File: src/rtl/pc_redirect_unit.sv
// Fetch-stage program counter: sequential advance or redirect to a jump, branch
// or register target, with a one-entry buffer for redirects that arrive during a stall.
module pc_redirect_unit #(
  parameter int unsigned           NBITS      = 32,
  parameter int unsigned           SELBITS    = 2,
  parameter logic [NBITS-1:0]      RESET_ADDR = '0,
  parameter int unsigned           INC        = 4
) (
  input  logic               clk,
  input  logic               reset,
  input  logic               stall,
  input  logic               halt,
  input  logic               redirect_valid,
  input  logic [SELBITS-1:0] sel_addr,
  input  logic [NBITS-1:0]   jump_addr,
  input  logic [NBITS-1:0]   branch_addr,
  input  logic [NBITS-1:0]   reg_addr,
  output logic [NBITS-1:0]   pc,
  output logic               flush,
  output logic               pending,
  output logic               sel_err,
  output logic               halted
);

  localparam logic [SELBITS-1:0] SEL_JUMP   = SELBITS'(0);
  localparam logic [SELBITS-1:0] SEL_BRANCH = SELBITS'(1);
  localparam logic [SELBITS-1:0] SEL_REG    = SELBITS'(2);
  localparam logic [SELBITS-1:0] SEL_RSV    = SELBITS'(3);

  typedef enum logic [1:0] {
    S_RUN    = 2'd0,
    S_HOLD   = 2'd1,
    S_HALTED = 2'd2
  } state_t;

  state_t           r_state, w_state_nxt;
  logic [NBITS-1:0] r_pc, w_pc_nxt;
  logic [NBITS-1:0] r_buf, w_buf_nxt;
  logic             r_flush, w_flush_nxt;
  logic             r_pending, w_pending_nxt;
  logic             r_sel_err, w_sel_err_nxt;

  logic [NBITS-1:0] w_target;
  logic             w_vr;
  logic             w_rsv;

  // Target mux; the reserved code yields zero and is never a valid redirect.
  always_comb begin
    w_target = '0;
    case (sel_addr)
      SEL_JUMP:   w_target = jump_addr;
      SEL_BRANCH: w_target = branch_addr;
      SEL_REG:    w_target = reg_addr;
      default:    w_target = '0;
    endcase
  end

  assign w_rsv = redirect_valid && (sel_addr == SEL_RSV);
  assign w_vr  = redirect_valid && (sel_addr != SEL_RSV);

  // Next-state and next-register logic; halt outranks any redirect.
  always_comb begin
    w_state_nxt   = r_state;
    w_pc_nxt      = r_pc;
    w_buf_nxt     = r_buf;
    w_flush_nxt   = 1'b0;
    w_pending_nxt = r_pending;
    w_sel_err_nxt = r_sel_err;

    if (r_state == S_HALTED) begin
      w_pending_nxt = 1'b0;
    end else if (halt) begin
      w_state_nxt   = S_HALTED;
      w_buf_nxt     = '0;
      w_pending_nxt = 1'b0;
    end else begin
      if (w_rsv) w_sel_err_nxt = 1'b1;
      case (r_state)
        S_RUN: begin
          if (w_vr && !stall) begin
            w_pc_nxt    = w_target;
            w_flush_nxt = 1'b1;
          end else if (w_vr) begin
            w_buf_nxt     = w_target;
            w_pending_nxt = 1'b1;
            w_state_nxt   = S_HOLD;
          end else if (!stall) begin
            w_pc_nxt = r_pc + NBITS'(INC);
          end
        end
        S_HOLD: begin
          if (stall) begin
            if (w_vr) w_buf_nxt = w_target;
          end else begin
            w_pc_nxt      = w_vr ? w_target : r_buf;
            w_flush_nxt   = 1'b1;
            w_pending_nxt = 1'b0;
            w_state_nxt   = S_RUN;
          end
        end
        default: w_state_nxt = S_RUN;
      endcase
    end
  end

  always_ff @(posedge clk) begin
    if (reset) begin
      r_state   <= S_RUN;
      r_pc      <= RESET_ADDR;
      r_buf     <= '0;
      r_flush   <= 1'b0;
      r_pending <= 1'b0;
      r_sel_err <= 1'b0;
    end else begin
      r_state   <= w_state_nxt;
      r_pc      <= w_pc_nxt;
      r_buf     <= w_buf_nxt;
      r_flush   <= w_flush_nxt;
      r_pending <= w_pending_nxt;
      r_sel_err <= w_sel_err_nxt;
    end
  end

  assign pc      = r_pc;
  assign flush   = r_flush;
  assign pending = r_pending;
  assign sel_err = r_sel_err;
  assign halted  = (r_state == S_HALTED);

endmodule

File: config.mk
export PLATFORM = sky130hd
export DESIGN_NAME = pc_redirect_unit
export DESIGN_NICKNAME = d
export VERILOG_FILES = /design/src/rtl/pc_redirect_unit.sv
export SDC_FILE = /design/constraint.sdc
export NUM_CORES = 1
export LEC_CHECK = 0
export CAP_MARGIN = 20
export CORE_MARGIN = 2
export CORE_UTILIZATION = 48
export CTS_CLUSTER_SIZE = 10
export DETAILED_ROUTE_END_ITERATION = 10
export PLACE_DENSITY = 0.93
export SLEW_MARGIN = 10
export SYNTH_ARGS = -nofsm -noshare
export SYNTH_HDL_FRONTEND = slang
export SYNTH_SLANG_ARGS = --single-unit
File: constraint.sdc
create_clock -name clk -period 2.65 [get_ports clk]
set_input_delay 0.6625 -clock clk [delete_from_list [all_inputs] [get_ports clk]]
set_output_delay 0.6625 -clock clk [all_outputs]
set_load 0.01 [all_outputs]
==> impl_metrics.tcl <==
set metrics [dict create \
    synthTopCellsByCount "dfxtp_1, nor2_1, o21ai_0" \
    die_w_um 101 \
    cts_buffer_depth 2 \
    yosys-top-cells-area "dfxtp_1, mux2i_1, o2bb2ai_1" \
    max_slew_margin_pct 47.7 \
    r2r-end "pc[16]$_SDFFE_PP0P_" \
    tns_ps 0 \
    start_kind "input port" \
    hold_buffers 0 \
    slew_violations 0 \
    async_flop_share_pct 0 \
    crit_arrival_ps 2800 \
    drcViolationCount 0 \
    cts-root-buf "clkbuf_8" \
    run_status "completed" \
    fin_skew_ps 9.09 \
    min_to "r_buf[5]$_SDFFE_PP0P_" \
    synth.most_common_cell "dfxtp_1" \
    drive_gt1_share_pct 10.7 \
    hold_class "register to register" \
    syn_inst 558 \
    fmaxAchievable_mhz 394 \
    synth-edff-count 0 \
    ioPinCount 139 \
    place_congestion 1.01 \
    p_per_area_nw_per_um2 419 \
    cts_num_sinks 69 \
    cts_tree "done" \
    antenna_found_initial 0 \
    crit_type "input port to register" \
    p_leak_nw 2.35 \
    ys_seq_area_share_pct 30.6 \
    drt-total-wl_um 16900 \
    min-delay-start "r_buf[5]$_SDFFE_PP0P_" \
    r2r-start "r_state[1]$_SDFFE_PP0P_" \
    gr-usage-all-layers_pct 33.4 \
    gr-total-overflow 0 \
    ctsResizeCount 0 \
    num_vias 5557 \
    worst_pin_slew_ps 781 \
    fp.dieH_um 101 \
    reg2regPathDepth 7 \
    die_area_um2 10200 \
    grt_pass1_vias 5266 \
    regToRegSetupSlack_ps 310 \
    port_buffers 138 \
    vias_per_cell 6.78 \
    cp.required_ps 2910 \
    grt_max_degree 39 \
    holdPathStages 1 \
    dr.pass1.iters 10 \
    num-nets-final 810 \
    dp_hpwl_um 12400 \
    rsz0062_at_grt "no" \
    path_clk_slew_ps 80 \
    synth_top_area_share_pct 30.6 \
    drt_iter0_markers 732 \
    htreeDepth 3 \
    cts_buffers 9 \
    hold_ws_ps 486 \
    ys.flop_type "dfxtp_1" \
    syn_area_per_cell_um2 8.10 \
    syn-num-nets 662 \
    synth_cell_types 63 \
    synth_seq_cells 69 \
    diodes 0 \
    row_count 35 \
    clkLatencyLatePin_ps 360 \
    coreArea_um2 9200 \
    cts_setup_buffers 0 \
    area_growth_syn_to_layout_pct 41.3 \
    cp-end-kind "register" \
    synth_area_um2 4520 \
    hold_viol 0 \
    wl_per_cell_um 20.6 \
    setup_violations 0 \
    yosysWarningCount 0 \
    drv_cap 0 \
    vdd.ir_drop.worst_uv 239 \
    finalCriticalPeriod_ps 2540 \
    grt_pass1_wl_um 26800 \
    ant_nets 0 \
    critPathMaxFanout 20 \
    finalCritPeriodShare_pct 95.7 \
    synth_top_cell_by_area "dfxtp_1" \
    initial_core_util_pct 49.1 \
]
area by class of cell:
class / count / area, um^2
multi-input cells: 423 / 2830
fillers: 673 / 2810
repair buffers: 183 / 1760
flip-flops and latches: 69 / 1380
clock buffers: 13 / 169
well taps: 111 / 139
inverters: 20 / 75.1
clock inverters: 1 / 30.0
flip-flops by register name, summed over array words and instances, names as in the netlist:
register  flops
sel_err       1
flush         1
pending       1
r_buf        32
r_state       2
pc           32
cells by family (layout without fill, tap and decap cells):
kind of cell / Yosys count / after routing / synth area share [%]
AO/OA/AOI/OAI: 219 / 219 / 36.0
XOR/XNOR: 2 / 2 / 0.388
adder cells (fa/ha/maj): 1 / 1 / 0.277
buffers and inverters: 66 / 217 / 6.84
flip-flops: 69 / 69 / 30.6
multiplexers: 36 / 36 / 8.14
AND/OR/NAND/NOR: 165 / 165 / 17.7
where the power goes:
part	total [mW]	switching (mW)	internal (mW)
logic	0.652	0.312	0.340
registers	1.11	0.0405	1.07
clock network	0.920	0.417	0.503
total	2.68	0.770	1.91
cell usage in the layout, fill, tap and decap left out, drive strengths merged, types with 6 or more instances in the layout:
| cell type | synthesis | routed |
|---|---|---|
| o21ai | 40 | 40 |
| nor3 | 13 | 13 |
| clkbuf | 20 | 13 |
| nor4 | 9 | 9 |
| o221ai | 15 | 15 |
| a21oi | 27 | 27 |
| dfxtp | 69 | 69 |
| a21o | 7 | 7 |
| a2bb2oi | 24 | 24 |
| nand4 | 9 | 9 |
| clkdlybuf4s50 | 0 | 137 |
| inv | 20 | 20 |
| a22oi | 24 | 24 |
| nor2 | 57 | 57 |
| nand3 | 16 | 16 |
| mux2i | 30 | 30 |
| mux2 | 6 | 6 |
| buf | 26 | 46 |
| and3 | 8 | 8 |
| a22o | 9 | 9 |
| o2bb2ai | 28 | 28 |
| nand2 | 32 | 32 |
how the worst max path moves through the flow:
stage / start / end / cells after the start
after floorplan: sel_addr[0] / pc[22]$_SDFFE_PP0P_ / 8
after global placement: sel_addr[0] / pc[31]$_SDFFE_PP0P_ / 7
after detailed placement: redirect_valid / r_buf[2]$_SDFFE_PP0P_ / 8
after CTS: sel_addr[0] / pc[16]$_SDFFE_PP0P_ / 7
after global routing: sel_addr[0] / pc[16]$_SDFFE_PP0P_ / 7
final: sel_addr[0] / pc[16]$_SDFFE_PP0P_ / 7
per-stage QoR:
step                setup slack, ps  power [mW]  util, %  instances  cell area [um^2]
floorplan                       575        1.42        -        558              4520
finish                          115        2.68     69.5        820              6390
CTS                             235        2.64     69.5        820              6390
global route                   88.6        2.75     69.5        820              6390
global placement              -16.0        1.73     67.3        806              6190
detailed placement            -36.9        1.76     67.3        806              6190
worst max-delay path, stage by stage:
cell and delay (ps):
clkdlybuf4s50_1 630, a21bo_2 300, nand2_2 290, o221ai_1 470, buf_4 200, o21ai_0 90
o2bb2ai_1 160
per-layer routing:
metal / global-route usage [%] / part of all wire [%] / vias to the layer above
met3: 9.57 / 14 / 89
met5: 1.03 / 0 / -
li1: - / - / 2447
met1: 42.7 / 36 / 2541
met4: 12.2 / 4.2 / 0
met2: 53.6 / 46 / 480
(Power assumes the default switching activity.)
